### src/rtl/photon100_perm_if.sv
// Handshake bundle between the sponge absorb/squeeze controller and the PHOTON-100 permutation core.
interface photon100_perm_if;
    logic        in_valid;
    logic        in_ready;
    logic [99:0] in_state;
    logic        out_valid;
    logic        out_ready;
    logic [99:0] out_state;
    logic        busy;
    logic [3:0]  round_idx;

    modport slave (
        input  in_valid, in_state, out_ready,
        output in_ready, out_valid, out_state, busy, round_idx
    );

    modport master (
        output in_valid, in_state, out_ready,
        input  in_ready, out_valid, out_state, busy, round_idx
    );
endinterface

### src/rtl/photon100_perm.sv
// Iterative PHOTON-80/20/16 permutation: 5x5 matrix of 4-bit cells, one full round
// (AddConstants, SubCells, ShiftRows, MixColumnsSerial) per clock.
module photon100_perm #(
    parameter int NUM_ROUNDS = 12
) (
    input  logic             clk,
    input  logic             rst_n,
    photon100_perm_if.slave  bus
);
    typedef logic [3:0] cell_t;
    typedef enum logic [1:0] {IDLE, RUN, DONE} fsm_e;

    localparam logic [3:0] LAST_RND = 4'(NUM_ROUNDS - 1);

    function automatic cell_t rc(input logic [3:0] v);
        unique case (v)
            4'd0:    rc = 4'h1;
            4'd1:    rc = 4'h3;
            4'd2:    rc = 4'h7;
            4'd3:    rc = 4'hE;
            4'd4:    rc = 4'hD;
            4'd5:    rc = 4'hB;
            4'd6:    rc = 4'h6;
            4'd7:    rc = 4'hC;
            4'd8:    rc = 4'h9;
            4'd9:    rc = 4'h2;
            4'd10:   rc = 4'h5;
            4'd11:   rc = 4'hA;
            default: rc = 4'h0;
        endcase
    endfunction

    function automatic cell_t ic(input int i);
        unique case (i)
            1:       ic = 4'h1;
            2:       ic = 4'h3;
            3:       ic = 4'h6;
            4:       ic = 4'h4;
            default: ic = 4'h0;
        endcase
    endfunction

    function automatic cell_t sbox(input cell_t x);
        unique case (x)
            4'h0: sbox = 4'hC;  4'h1: sbox = 4'h5;  4'h2: sbox = 4'h6;  4'h3: sbox = 4'hB;
            4'h4: sbox = 4'h9;  4'h5: sbox = 4'h0;  4'h6: sbox = 4'hA;  4'h7: sbox = 4'hD;
            4'h8: sbox = 4'h3;  4'h9: sbox = 4'hE;  4'hA: sbox = 4'hF;  4'hB: sbox = 4'h8;
            4'hC: sbox = 4'h4;  4'hD: sbox = 4'h7;  4'hE: sbox = 4'h1;  default: sbox = 4'h2;
        endcase
    endfunction

    // GF(2^4) mod x^4+x+1: doubling folds x^4 back in as x+1.
    function automatic cell_t mul2(input cell_t x);
        return {x[2:0], 1'b0} ^ {2'b00, x[3], x[3]};
    endfunction

    function automatic cell_t mul9(input cell_t x);
        return mul2(mul2(mul2(x))) ^ x;
    endfunction

    function automatic logic [99:0] photon_round(input logic [99:0] s, input logic [3:0] v);
        cell_t m   [5][5];
        cell_t row [5];
        cell_t col [5];
        cell_t t;
        logic [99:0] r;
        for (int i = 0; i < 5; i++)
            for (int j = 0; j < 5; j++)
                m[i][j] = s[(24 - 5*i - j)*4 +: 4];
        for (int i = 0; i < 5; i++)
            m[i][0] = m[i][0] ^ rc(v) ^ ic(i);
        for (int i = 0; i < 5; i++)
            for (int j = 0; j < 5; j++)
                m[i][j] = sbox(m[i][j]);
        for (int i = 0; i < 5; i++) begin
            for (int j = 0; j < 5; j++)
                row[j] = m[i][(j + i) % 5];
            for (int j = 0; j < 5; j++)
                m[i][j] = row[j];
        end
        // Serial MixColumns: five shift-and-feedback steps per column.
        for (int j = 0; j < 5; j++) begin
            for (int k = 0; k < 5; k++)
                col[k] = m[k][j];
            for (int n = 0; n < 5; n++) begin
                t = col[0] ^ mul2(col[1]) ^ mul9(col[2]) ^ mul9(col[3]) ^ mul2(col[4]);
                for (int k = 0; k < 4; k++)
                    col[k] = col[k+1];
                col[4] = t;
            end
            for (int k = 0; k < 5; k++)
                m[k][j] = col[k];
        end
        r = '0;
        for (int i = 0; i < 5; i++)
            for (int j = 0; j < 5; j++)
                r[(24 - 5*i - j)*4 +: 4] = m[i][j];
        return r;
    endfunction

    fsm_e        fsm_q;
    logic [99:0] state_q;
    logic [3:0]  rnd_q;
    logic        in_ready_q;
    logic        out_valid_q;
    logic        busy_q;
    logic [99:0] round_d;

    assign round_d = photon_round(state_q, rnd_q);

    // NOTE: every register here uses <= so all next-state values are computed from the
    // pre-edge state; blocking assignments would let later statements see updated values.
    always_ff @(posedge clk) begin
        if (!rst_n) begin
            fsm_q       <= IDLE;
            state_q     <= '0;
            rnd_q       <= '0;
            in_ready_q  <= 1'b1;
            out_valid_q <= 1'b0;
            busy_q      <= 1'b0;
        end else begin
            unique case (fsm_q)
                IDLE: if (bus.in_valid) begin
                    state_q    <= bus.in_state;
                    rnd_q      <= '0;
                    fsm_q      <= RUN;
                    in_ready_q <= 1'b0;
                    busy_q     <= 1'b1;
                end
                RUN: begin
                    state_q <= round_d;
                    if (rnd_q == LAST_RND) begin
                        fsm_q       <= DONE;
                        busy_q      <= 1'b0;
                        out_valid_q <= 1'b1;
                    end else begin
                        rnd_q <= rnd_q + 4'd1;
                    end
                end
                DONE: if (bus.out_ready) begin
                    fsm_q       <= IDLE;
                    rnd_q       <= '0;
                    out_valid_q <= 1'b0;
                    in_ready_q  <= 1'b1;
                end
                default: fsm_q <= IDLE;
            endcase
        end
    end

    assign bus.in_ready  = in_ready_q;
    assign bus.out_valid = out_valid_q;
    assign bus.busy      = busy_q;
    assign bus.round_idx = busy_q ? rnd_q : 4'd0;
    assign bus.out_state = out_valid_q ? state_q : '0;
endmodule

### src/flat_wrapper.sv
// flat-port wrapper written by rule: the top's interface ports become plain ports
module photon100_perm_flat 
#(
    parameter int NUM_ROUNDS = 12
)
  (clk, rst_n, bus_in_valid, bus_in_state, bus_out_ready, bus_in_ready, bus_out_valid, bus_out_state, bus_busy, bus_round_idx);
  photon100_perm_if bus_i ();
  input  logic clk;
  input  logic rst_n;
  input wire logic [$bits(bus_i.in_valid)-1:0] bus_in_valid;
  input wire logic [$bits(bus_i.in_state)-1:0] bus_in_state;
  input wire logic [$bits(bus_i.out_ready)-1:0] bus_out_ready;
  output wire logic [$bits(bus_i.in_ready)-1:0] bus_in_ready;
  output wire logic [$bits(bus_i.out_valid)-1:0] bus_out_valid;
  output wire logic [$bits(bus_i.out_state)-1:0] bus_out_state;
  output wire logic [$bits(bus_i.busy)-1:0] bus_busy;
  output wire logic [$bits(bus_i.round_idx)-1:0] bus_round_idx;
  assign bus_i.in_valid = bus_in_valid;
  assign bus_i.in_state = bus_in_state;
  assign bus_i.out_ready = bus_out_ready;
  assign bus_in_ready = bus_i.in_ready;
  assign bus_out_valid = bus_i.out_valid;
  assign bus_out_state = bus_i.out_state;
  assign bus_busy = bus_i.busy;
  assign bus_round_idx = bus_i.round_idx;
  photon100_perm #(.NUM_ROUNDS(NUM_ROUNDS)) u_core (.clk(clk), .rst_n(rst_n), .bus(bus_i));
endmodule
### config.mk
export PLATFORM = sky130hd
export DESIGN_NAME = photon100_perm_flat
export DESIGN_NICKNAME = d
export VERILOG_FILES = /design/src/rtl/photon100_perm_if.sv /design/src/rtl/photon100_perm.sv /design/src/flat_wrapper.sv
export SDC_FILE = /design/constraint.sdc
export NUM_CORES = 1
export LEC_CHECK = 0
export CORE_AREA = 2 2 240 242
export DETAILED_ROUTE_END_ITERATION = 10
export DIE_AREA = 0 0 242 244
export GPL_TIMING_DRIVEN = 0
export REMOVE_ABC_BUFFERS = 1
export SYNTH_ARGS = -nofsm -noshare
export SYNTH_HDL_FRONTEND = slang
export SYNTH_SLANG_ARGS = --single-unit
### constraint.sdc
create_clock -name clk -period 4.7 [get_ports clk]
set_input_delay 0.47 -clock clk [delete_from_list [all_inputs] [get_ports clk]]
set_output_delay 0.47 -clock clk [all_outputs]
set_load 0.02 [all_outputs]
# Word-level counts from Yosys, hierarchy flattened
# Memory sizes are Yosys's and may differ from the RTL's. A register that Yosys moved wholly into a read port is not among the register bits.
# Index checks and enable logic that the tools add are counted.
[word_totals]
mem_count = 30
word_cells = 365
inputBits = 104
reg_bits = 109
output_inout_bits = 107
mem_bits_ro = 1920
[classes]
n_addsub = 1
n_mux = 71
reduce_logical = 11
n_eq_ne = 7
n_bitwise = 239
[mem_list]
columns = ["memory", "words", "word_bits", "rd", "rd_ports_with_merged_regs", "wr", "line", "rtl"]
rows = [
  ["(name not given)", 16, 4, 1, 1, 0, "photon100_perm.sv:16", "unique case (v)"],
  ["(name not given)", 16, 4, 1, 1, 0, "photon100_perm.sv:16", ""],
  ["(name not given)", 16, 4, 1, 1, 0, "photon100_perm.sv:16", ""],
  ["(name not given)", 16, 4, 1, 1, 0, "photon100_perm.sv:16", ""],
  ["(name not given)", 16, 4, 1, 1, 0, "photon100_perm.sv:16", ""],
  ["(name not given)", 16, 4, 1, 0, 0, "photon100_perm.sv:44", "unique case (x)"],
  ["+24 memories", "-", "-", "-", "-", "-", "-", ""],
]
[ops]
columns = ["operator", "count"]
rows = [
  ["XOR 4 bit", 135],
  ["XOR 4 x 2 -> 4 bit", 100],
  ["two-way mux 4 bit", 54],
  ["two-way mux 100 bit", 2],
  ["case mux 100 bit (2 select lines)", 1],
  ["case mux 4 bit (3 select lines)", 1],
  ["AND reduction 3 bit", 4],
  ["two-way mux 1 bit", 6],
  ["two-way mux 2 bit", 3],
  ["inequality test 2 bit (second input constant)", 3],
  ["case mux 1 bit (2 select lines)", 3],
  ["case mux 2 bit (3 select lines)", 1],
  ["nonzero test 2 bit", 3],
  ["adder 4 x 1 -> 4 bit (second input constant)", 1],
  ["equality test 4 bit (second input constant)", 1],
  ["inverter 2 bit", 2],
  ["AND reduction 4 bit", 1],
  ["nonzero test 3 bit", 1],
  ["equality test 2 x 1 -> 1 bit (second input constant)", 1],
  ["equality test 2 bit (second input constant)", 1],
  ["logical NOT 2 bit", 1],
  ["inequality test 2 x 1 -> 1 bit (second input constant)", 1],
  ["inverter 1 bit", 2],
  ["AND reduction 2 bit", 1],
]

# Longest topological paths before layout
# An unclocked memory read counts as a cell.
[depth]
word_depth = 25
ltp_mapped = 19
depth_no_buf = 18

# Worst setup path before layout
# Ideal clock, no wire load.
[synth_timing]
path_type = "flip-flop to flip-flop"
start = "register with a tool-made name"
end = "register with a tool-made name"
period_less_slack_ns = 4.549
t_required_ns = 4.550
stages_incl_launch_ff = 18
setup_ns = 0.150
n_path_buf = 1
slack_ns = 0.151
t_arrival_ns = 4.399
path_cell_list = "dfxtp_1 > buf_2 > xnor2_1 > inv_1 > ha_1 > mux4_2 > xnor3_1 > and3_1 > or2_2 > xnor2_1 > nor2_1 > o21ai_0 > and2_1 > inv_1 > ha_1 > or3_1 > o21ai_0 > a2111oi_0"

==> run_results.csv <==
group,metric,value,unit
synthesis,netlist_area,17400,um^2
sta,period_share,96.8,%
flow_run,max-cap-violations,0,
cells_and_area,finalNetCount,2362,
worst_setup_path,crit_required,5.06,ns
synthesis,synth_edf_count,0,
placed_design,post-place-ws,-1.28,ns
detailed_routing,drtIter0Drc,1023,
synthesis,syn_area_per_cell,8.86,um^2
clocking,cts_root_buf,"clkbuf_16",
sta,fin_skew,0.0166,ns
placed_design,dpl.hpwl,45400,um
hold_path,min_path_type,"flip-flop to flip-flop",
worst_setup_path,cp.arrival,4.92,ns
sta,setup_viol,0,
global_route,grt_max_degree,67,
detailed_routing,antenna_left,0,
worst_setup_path,crit_type,"flip-flop to flip-flop",
detailed_routing,wl,59700,um
worst_setup_path,critPathLaunchType,"flip-flop",
floorplan,coreArea,56200,um^2
synthesis,yosysSeqAreaShare,22.2,%
detailed_routing,drc,0,
clocking,clockBufferDepth,2,
sta,fmax,220,MHz
synthesis,synth_top_flop_cell,"dfxtp_1",
cells_and_area,n_antenna_cell,0,
synthesis,async_flop_share,0,%
sta,fin_crit,4.55,ns
sta,maxSlewViolCount,0,
global_route,overflow,0,
global_route,grt_pass1_vias,14800,
placed_design,place.gp.congestion,0.908,
cells_and_area,drive_above_1_share,8.73,%
synthesis,synth_cells,1962,
clocking,clk_pin_slew,0.07,ns
floorplan,die_h,244,um
global_route,grt_pass1_wl,89300,um
status,status,"complete, no violations",
synthesis,synth_top_area_share,22.2,%
synthesis,synth_cell_type_count,81,
detailed_routing,wl_per_cell,20.6,um
clocking,clkSinkCount,193,
synthesis,yosysWarnings,0,
floorplan,rows,87,
sta,timing_hold_violations_final,0,
floorplan,ioPinCount,211,
floorplan,die_area,59000,um^2
placed_design,io_buffers,210,
floorplan,fp.dieW,242,um
sta,setup_ws,0.149,ns
worst_setup_path,end_kind,"flip-flop",
clocking,htreeDepth,4,
global_route,grt.total_usage,19.7,%
synthesis,ys_ff_latch,193,
cells_and_area,post-route-util,38.3,%
detailed_routing,via_per_inst,5.09,
synthesis,synth_area_leaders,"dfxtp_1 (22%), xnor2_1 (14%), ha_1 (9.4%), xnor3_1 (7.1%), and2_1 (5.6%)",
sta,worst_slew_pin_slew,1.40,ns
cells_and_area,nFillCells,5631,
clocking,numCtsBuffers,17,
clocking,clock_latency,0.46,ns
sta,slew_headroom,6.43,%
global_route,antenna_found_initial,2,
cells_and_area,syn_to_final_growth,23.7,%
detailed_routing,drtPass1Iterations,5,
synthesis,synth_top_area_cell,"dfxtp_1",
floorplan,start_util,30.9,%
worst_setup_path,critPathMaxFanout,5,
detailed_routing,vias,14800,
clocking,cts_tree,"done",
==> kinds of logic after synthesis <==
logic type / synth area share [%]
mux: 7.36
xor+xnor: 27.5
flops: 22.2
fa+ha+maj: 9.36
compound gates: 14.3
buf+inv: 4.83
simple gates: 14.5
==> through the flow <==
stage	area (um^2)	setup TNS [ns]	cells	hold WS [ns]
6_report	21500	0	2897	0.482
5_1_grt	21500	-0.00215	2897	0.505
4_1_cts	21200	-0.000695	2886	0.487
3_3_place_gp	20100	-948.06	2836	0.473
2_1_floorplan	17000	-25.32	1870	0.452
3_5_place_dp	20400	-37.29	2847	0.475
==> layout by cell type (no fill, tap or decap), drive strengths merged, types with 18 or more instances in the layout <==
cell type / synthesis / layout
ha: 130 / 130
nor2: 109 / 109
xnor3: 57 / 57
mux4: 19 / 19
dfxtp: 193 / 193
mux2i: 64 / 64
clkbuf: 77 / 20
nor3: 20 / 20
inv: 127 / 130
xnor2: 280 / 280
mux2: 18 / 18
nand2: 130 / 130
and2: 156 / 156
a21oi: 101 / 101
a22oi: 21 / 21
o21ai: 99 / 99
clkdlybuf4s50: 0 / 208
o22ai: 28 / 28
buf: 15 / 30
xor2: 95 / 95
==> cell usage after synthesis (20+ instances only) <==
master / number
ha_1: 130
clkbuf_1: 77
a21oi_1: 98
o22ai_1: 28
a22oi_1: 21
dfxtp_1: 193
nand2_1: 130
xor2_1: 92
o21ai_0: 92
xnor2_1: 273
nor3_1: 20
and2_1: 155
inv_1: 126
mux2i_1: 63
xnor3_1: 55
nor2_1: 109
==> per-layer routing <==
layer / vias to the layer above / global-route usage, % / share of wire [%]
met2: 530 / 32.8 / 47
met3: 94 / 3.52 / 6.5
met5: - / 0 / 0.015
met4: 2 / 7.23 / 3.3
li1: 6988 / - / -
met1: 7143 / 25.5 / 43
==> cell type report <==
type                       instances  area, um^2  share of cell area (%)
multi-input combinational       1550       13100                    61.1
inverter                         127         479                    2.23
clock buffer                      20         437                    2.03
clock inverter                    12         110                   0.512
sequential                       193        3890                    18.1
timing repair buffer             239        2510                    11.7
tap                              756         946                    4.40
==> timing repair <==
item                       CTS  global route
resized for setup           39            37
pin swaps                    6            11
buffers inserted             7            11
setup endpoints to repair   61            37
hold buffers                 0             0
==> worst paths after layout <==
kind                           start            endpoint  slack, ns  cells past startpoint
hold reg to reg   u_core.state_q[12]  u_core.state_q[12]       0.48                      2
setup reg to reg           flip-flop           flip-flop       0.15                     15
setup / recovery           flip-flop           flip-flop       0.15                     15
hold / removal    u_core.state_q[12]  u_core.state_q[12]       0.48                      2
==> critical path, cell delays in order, from the launching register on <==
cell	delay, ns
dfxtp_4	0.47
buf_12	0.14
xor2_4	0.20
inv_1	0.12
ha_1	0.27
mux4_2	0.56
xnor2_4	0.16
buf_4	0.17
xnor2_4	0.29
xnor3_1	0.48
xnor2_1	0.20
xnor2_2	0.37
a21oi_1	0.18
ha_1	0.33
mux2_2	0.27
a211oi_1	0.24
Power is left out: the tool's default activity adds up to more than one toggle a clock period on the data nets, which glitch-free logic cannot reach.
